<file path="src/rtl/dbg_counter_unit.sv">
// Debug event counters for AXI master handshakes and PairHMM job/result strobes,
// with outstanding read/write trackers, synchronous clear and a freeze snapshot.
module dbg_counter_unit #(
    parameter int CNT_WIDTH   = 32,
    parameter int OUTST_WIDTH = 16,
    parameter bit SATURATE    = 1'b0
) (
    input  logic                   clk,
    input  logic                   rst,
    input  logic                   arvalid_i,
    input  logic                   arready_i,
    input  logic                   rvalid_i,
    input  logic                   rready_i,
    input  logic                   rlast_i,
    input  logic                   awvalid_i,
    input  logic                   awready_i,
    input  logic                   bvalid_i,
    input  logic                   bready_i,
    input  logic                   job_created_i,
    input  logic                   result_wb_i,
    input  logic                   clear_i,
    input  logic                   freeze_i,
    output logic [CNT_WIDTH-1:0]   axi_read_issued_o,
    output logic [CNT_WIDTH-1:0]   axi_read_resp_o,
    output logic [CNT_WIDTH-1:0]   axi_write_issued_o,
    output logic [CNT_WIDTH-1:0]   axi_write_resp_o,
    output logic [CNT_WIDTH-1:0]   jobs_created_o,
    output logic [CNT_WIDTH-1:0]   results_to_wb_o,
    output logic [OUTST_WIDTH-1:0] outstanding_rd_o,
    output logic [OUTST_WIDTH-1:0] outstanding_wr_o,
    output logic                   underflow_err_o,
    output logic                   frozen_o
);
    typedef enum logic {S_LIVE = 1'b0, S_FROZEN = 1'b1} state_t;
    localparam int NCNT = 6;

    logic                   w_rd_iss, w_rd_cmp, w_wr_iss, w_wr_cmp;
    logic                   w_rd_uf, w_wr_uf;
    logic [NCNT-1:0]        w_ev;
    logic [CNT_WIDTH-1:0]   w_cnt_nxt [NCNT];
    logic [OUTST_WIDTH-1:0] w_ord_nxt, w_owr_nxt;

    state_t                 r_state;
    logic [CNT_WIDTH-1:0]   r_cnt [NCNT];
    // Mirrors r_cnt while live; holds the snapshot while frozen.
    logic [CNT_WIDTH-1:0]   r_out [NCNT];
    logic [OUTST_WIDTH-1:0] r_ord, r_owr;
    logic                   r_err;

    assign w_rd_iss = arvalid_i & arready_i;
    assign w_rd_cmp = rvalid_i & rready_i & rlast_i;
    assign w_wr_iss = awvalid_i & awready_i;
    assign w_wr_cmp = bvalid_i & bready_i;
    assign w_ev     = {result_wb_i, job_created_i, w_wr_cmp, w_wr_iss, w_rd_cmp, w_rd_iss};

    // Returns {underflow, next tracker value}; sticks at max on issue, at 0 on completion.
    function automatic logic [OUTST_WIDTH:0] trk_nxt(input logic [OUTST_WIDTH-1:0] v,
                                                     input logic iss, input logic cmp);
        logic [OUTST_WIDTH-1:0] nv;
        logic                   uf;
        nv = v;
        uf = 1'b0;
        if (iss && !cmp) begin
            if (!(&v)) nv = v + OUTST_WIDTH'(1);
        end else if (!iss && cmp) begin
            if (v == '0) uf = 1'b1;
            else         nv = v - OUTST_WIDTH'(1);
        end
        return {uf, nv};
    endfunction

    assign {w_rd_uf, w_ord_nxt} = trk_nxt(r_ord, w_rd_iss, w_rd_cmp);
    assign {w_wr_uf, w_owr_nxt} = trk_nxt(r_owr, w_wr_iss, w_wr_cmp);

    always_comb begin
        for (int i = 0; i < NCNT; i++) begin
            w_cnt_nxt[i] = r_cnt[i];
            if (w_ev[i] && !(SATURATE && (&r_cnt[i])))
                w_cnt_nxt[i] = r_cnt[i] + CNT_WIDTH'(1);
        end
    end

    always_ff @(posedge clk) begin
        if (rst) begin
            r_state <= S_LIVE;
            r_ord   <= '0;
            r_owr   <= '0;
            r_err   <= 1'b0;
            for (int i = 0; i < NCNT; i++) begin
                r_cnt[i] <= '0;
                r_out[i] <= '0;
            end
        end else if (clear_i) begin
            // Same-cycle events are dropped; a same-cycle freeze snapshots zeroes.
            r_state <= freeze_i ? S_FROZEN : S_LIVE;
            r_ord   <= '0;
            r_owr   <= '0;
            r_err   <= 1'b0;
            for (int i = 0; i < NCNT; i++) begin
                r_cnt[i] <= '0;
                r_out[i] <= '0;
            end
        end else begin
            r_state <= freeze_i ? S_FROZEN : S_LIVE;
            r_ord   <= w_ord_nxt;
            r_owr   <= w_owr_nxt;
            r_err   <= r_err | w_rd_uf | w_wr_uf;
            for (int i = 0; i < NCNT; i++) begin
                r_cnt[i] <= w_cnt_nxt[i];
                if (!freeze_i || r_state == S_LIVE)
                    r_out[i] <= w_cnt_nxt[i];
            end
        end
    end

    assign axi_read_issued_o  = r_out[0];
    assign axi_read_resp_o    = r_out[1];
    assign axi_write_issued_o = r_out[2];
    assign axi_write_resp_o   = r_out[3];
    assign jobs_created_o     = r_out[4];
    assign results_to_wb_o    = r_out[5];
    assign outstanding_rd_o   = r_ord;
    assign outstanding_wr_o   = r_owr;
    assign underflow_err_o    = r_err;
    assign frozen_o           = (r_state == S_FROZEN);
endmodule
</file>
<file path="config.mk">
export PLATFORM = sky130hd
export DESIGN_NAME = dbg_counter_unit
export DESIGN_NICKNAME = d
export VERILOG_FILES = /design/src/rtl/dbg_counter_unit.sv
export SDC_FILE = /design/constraint.sdc
export NUM_CORES = 1
export LEC_CHECK = 0
export ABC_AREA = 0
export BUFFER_PORTS_ARGS = -buffer_cell sky130_fd_sc_hd__buf_2
export CORE_UTILIZATION = 52
export CTS_CLUSTER_DIAMETER = 30
export DETAILED_ROUTE_END_ITERATION = 10
export HOLD_SLACK_MARGIN = 0.03
export PLACE_DENSITY = 0.82
export SLEW_MARGIN = 15
export SYNTH_ARGS = -nofsm -noshare
export SYNTH_HDL_FRONTEND = slang
export SYNTH_SLANG_ARGS = --single-unit
</file>
<file path="constraint.sdc">
create_clock -name clk -period 16.35 [get_ports clk]
set_clock_uncertainty 0.05 [all_clocks]
set_input_delay 2.4525 -clock clk [delete_from_list [all_inputs] [get_ports clk]]
set_output_delay 2.4525 -clock clk [all_outputs]
set_load 0.01 [all_outputs]
</file>
# Word-level counts from Yosys, hierarchy flattened
# Memory sizes are Yosys's and may differ from the RTL's.
# Index checks and enable logic that the tools add are counted.
[totals]
reg_bits = 34
ramBits = 384
in_bits = 15
output_inout_bits = 226
word_cells = 128
memories = 2
[op_classes]
n_addsub = 10
eq_ne = 4
muxes = 57
bitwise_logic = 32
reduce_logical = 19
[mem_list]
columns = ["name", "depth", "word_bits", "read_ports", "rd_ports_with_merged_regs", "wr", "line", "text"]
rows = [
  ["r_cnt", 6, 32, 6, 0, 6, "44", "logic [CNT_WIDTH-1:0] r_cnt [NCNT];"],
  ["r_out", 6, 32, 6, 0, 6, "46", "logic [CNT_WIDTH-1:0] r_out [NCNT];"],
]
[op_table]
columns = ["cell", "count"]
rows = [
  ["2-to-1 mux 32 bit", 30],
  ["adder 32 x 1 -> 32 bit (second input constant)", 6],
  ["2-to-1 mux 16 bit", 8],
  ["adder 16 x 1 -> 16 bit (second input constant)", 2],
  ["logical NOT 16 bit", 2],
  ["AND reduction 16 bit", 2],
  ["subtractor 16 x 1 -> 16 bit (second input constant)", 2],
  ["bitwise OR 1 bit", 26],
  ["2-to-1 mux 1 bit", 19],
  ["inequality test 2 bit (second input constant)", 4],
  ["AND reduction 3 bit", 2],
  ["AND 1 bit", 5],
  ["logical NOT 1 bit", 5],
  ["logical AND 1 bit", 4],
  ["nonzero test 2 bit", 2],
  ["OR reduction 2 bit", 1],
  ["logical OR 1 bit", 1],
  ["inverter 1 bit", 1],
]

# Depth between registers and ports, before layout
[logic_depth]
word_depth = 7
mapped_depth = 12
depth_no_buf = 11

# Least setup slack after synthesis
# Ideal clock, no wire load.
[synth_timing]
kind = "in2reg"
startpoint = "input port freeze_i"
endpoint = "memory r_out[0][0], enable pin"
setup_ns = 1.318
arrival_ns = 5.943
t_required_ns = 14.982
path_slack_ns = 9.038
stages = 5
n_path_buf = 3
cell_sequence = "and2_1 -> clkbuf_1 -> clkbuf_1 -> buf_1 -> nand2_1"
[synth_lines]
columns = ["element", "line", "text"]
rows = [
  ["start: declaration", "22", "input logic freeze_i,"],
  ["end: declaration", "46", ""],
]

# Final worst setup path
[layout_timing]
startpoint = "input port arvalid_i"
endpoint = "register r_ord[15], in the netlist outstanding_rd_o[15]"
[layout_via]
elab_chain_cells = 5
[layout_lines]
columns = ["element", "line", "text"]
rows = [
  ["start: declaration", "10", "input logic arvalid_i,"],
  ["AND 1 bit (*)", "50", "assign w_rd_iss = arvalid_i & arready_i;"],
  ["logical NOT 1 bit", "65", "end else if (!iss && cmp) begin"],
  ["logical AND 1 bit", "65", ""],
  ["nonzero test 2 bit (no line)", "--", ""],
  ["AND reduction 3 bit (no line)", "--", ""],
  ["end signal: assignment", "105", "r_ord <= w_ord_nxt;"],
  ["end: declaration", "47", "logic [OUTST_WIDTH-1:0] r_ord, r_owr;"],
]
# Mark *: on every way between the ends. The rest lies on a longest branch, timed or not.
# A chain may end at the register's enable or synchronous reset.

==> results by group <==
Run status
  • Status: finished clean

Floorplan
  • Die area: 38560 µm²
  • Width of the die: roughly 200 µm
  • Num ports: 241
  • Die height: 196.4 µm
  • Core box area: between 30000 and 40000 µm²
  • Initial Util: 53.28%
  • FP Rows: 70

Setup path
  • Critical Path AT: roughly 5.6 ns
  • CP Class: in -> reg
  • Startpoint Class: input pin
  • CP endpoint kind: flip-flop
  • Worst reg2reg path depth: 5
  • Crit Path Max Fanout: 15
  • CP Data Required Time: 16.81 ns

Clock network
  • CTS clk-pin slew, worst paths: 0.05 ns
  • Post-CTS setup buffers: 0
  • Root Buffer: clkbuf_16
  • CTS tree: built
  • Max H-tree Level: 3
  • Skew-Pair Late Insertion Delay: 0.60 ns
  • CTS Hold Bufs: 0
  • Clock sinks: 418
  • CTS Buf Count: 89
  • # resized after CTS: 0
  • Clk buf depth: 3

Synthesis
  • Top cell type by total area after synthesis: edfxtp_1
  • Synth Cell Area: 19650 µm²
  • Yosys top cell area share: between 50% and 60%
  • Mapped Cells: 1700
  • Synth area leaders: edfxtp_1, nor2_1, xor2_1, xnor2_1, dfxtp_1
  • Most frequent cells after synthesis: edfxtp_1, nor2_1, xor2_1
  • Main combinational cell family by area after synthesis: simple AND/OR/NAND/NOR gates
  • Mean Syn Cell Area: about 12 µm²
  • Simple-gate share of the synthesized area: 19.55%
  • Xor/xnor share of the synthesized area: 9.140%
  • Distinct cells, synth: ~70
  • Register bit total from synthesis: 418
  • Synth warn: 0
  • Count of flip-flops with a built-in enable after synthesis: 384
  • Asr flop ratio synth: 0%
  • Mux cell area share after synthesis: 0.4076%
  • Adder-Cell Fraction of Synth Area: 2.688%
  • Synth Flop Type: edfxtp_1
  • Sequential-to-total area share from yosys stat: ~62%
  • Compound-gate portion of the synthesized area: 4.108%
  • Top-count cell post-synth: edfxtp_1

Global route
  • Global route total overflow: 0
  • Initial antenna violation count: 1
  • First-pass GRT wire length: 71.71 mm
  • Number of global-route vias before repair: ~14000
  • Largest net degree at the start of global routing: 216
  • GRT Total Usage: 23.42%

Routing
  • Antenna-violating nets left: 0
  • Initial DRC Count: 921
  • Vias: 14460
  • Routed wire length: 44.77 mm
  • Drt pass-1 iters: 5
  • DRC Markers: 0
  • Via density per instance: 5.274
  • WL/cell: roughly 16 µm

Timing
  • # setup viols final: 0
  • Worst-Margin Slew: 1.150 ns
  • RSZ-0062 raised after global routing: false
  • Slew headroom: 23.34%
  • Tcrit/Tclk final: 31.09%
  • Setup_tns: 0 ns
  • Crit path time final: 5.083 ns
  • Final hold vios: 0
  • F_max: between 0.15 and 0.2 GHz
  • Slew Limit Fails: 0

Place
  • RePlAce Congestion: 0.8516
  • IO Port Bufs: 240
  • DP HPWL: just under 30 mm

Power and ir drop
  • Lkg Pwr: between 10 and 15 nW
  • PD cells: roughly 130 nW/µm²
  • Total Power: 3.319 mW
  • Maximum vdd drop: 84.55 µV

Final layout
  • Layout cells sized above 1: 18.47%
  • Area delta synth->final: 27.14%
  • Filler cells: 2620
  • Nets: 2219

Job
  • Max cap viols: 0

Hold path
  • Hold WC Path Type: reg -> reg
  • Hold Path Depth: 2
-- cell usage in the layout (no fill, tap or decap), drive strengths merged, types with 9 or more instances in the layout --
| cell | n |
|---|---|
| a211oi | 10 |
| nor2 | 376 |
| and4 | 20 |
| a21oi | 35 |
| dfxtp | 34 |
| conb | 192 |
| inv | 32 |
| nor4 | 25 |
| ha | 39 |
| and2 | 14 |
| clkinvlp | 9 |
| nor3 | 86 |
| buf | 247 |
| and3 | 29 |
| o21ai | 25 |
| nand4 | 61 |
| o211ai | 9 |
| clkinv | 39 |
| edfxtp | 384 |
| bufinv | 10 |
| nand2 | 108 |
| xor2 | 124 |
| nand3 | 66 |
| clkbuf | 97 |
| xnor2 | 81 |
-- logic make-up (layout without fill, tap and decap cells) --
| family | Yosys count | count (layout) |
|---|---|---|
| simple gates | 814 | 814 |
| flops | 418 | 418 |
| xor+xnor | 205 | 205 |
| compound gates | 124 | 124 |
| buf+inv | 89 | 434 |
| fa+ha+maj | 41 | 41 |
| mux | 8 | 8 |
| other cells | 1 | 193 |
-- where the power goes --
part           switching [mW]  total [mW]  internal (mW)  leakage [nW]
Combinational           0.183       0.291          0.108          4.22
Clock                   0.586        1.76           1.17          1.44
Sequential             0.0440        1.27           1.23          4.55
Total                   0.813        3.32           2.51          10.2
-- metrics by stage --
step                instance area, µm²  instances  hold WS [ns]  utilization [%]  setup slack, ns
floorplan                        20360       1891        0.4657                -            9.038
global placement                 21980       2576        0.4090            59.62            10.88
detailed placement               21980       2576        0.4271            59.62            10.72
CTS                              24960       2740        0.4476            67.69            11.33
global route                     24980       2740        0.5022            67.73            11.11
finish                           24980       2741        0.4506            67.74            11.27
-- critical path, cell delays in order --
cell and delay, ns:
buf_2 0.10, nand2_1 0.09, inv_1 0.21, ha_1 0.36
inv_1 0.33, ha_1 0.46, nand2_1 0.06, o21ai_0 0.34
nand2_1 0.16, o311a_1 0.37, or4_1 0.46, a21oi_1 0.15
-- worst paths after layout --
check | start | endpoint | slack [ns]
worst min-delay path | underflow_err_o | underflow_err_o | 0.45
worst max-delay path | arvalid_i | outstanding_rd_o[15] | 11.27
worst min register to register | underflow_err_o | underflow_err_o | 0.45
worst max register to register | frozen_o | r_out[0][159] | 13.21
-- routing by layer --
metal / wire length [µm] / share of wire, % / global-route usage, %
met4: 1315 / 2.9 / 10.45
met3: 3089 / 6.9 / 4.808
met2: 21850 / 49 / 38.92
met5: 12 / 0.027 / 0
met1: 18500 / 41 / 29.68
-- flip-flops by register name, summed over array words and instances, names as in the netlist --
name	flops
frozen_o	1
outstanding_rd_o	16
underflow_err_o	1
r_out	192
r_cnt	192
outstanding_wr_o	16
-- layout make-up --
| cell class | count | area (µm²) | share of cell area [%] |
|---|---|---|---|
| Antenna cell | 1 | 2.502 | 0.01002 |
| Clock buffer | 97 | 2288 | 9.162 |
| Clock inverter | 67 | 686.9 | 2.750 |
| Inverter | 23 | 86.33 | 0.3456 |
| Multi-Input combinational cell | 1384 | 7805 | 31.25 |
| Sequential cell | 418 | 12210 | 48.89 |
| Tap cell | 504 | 630.6 | 2.525 |
| Timing Repair Buffer | 247 | 1266 | 5.069 |
No activity file was read; power rests on OpenSTA's default activity.
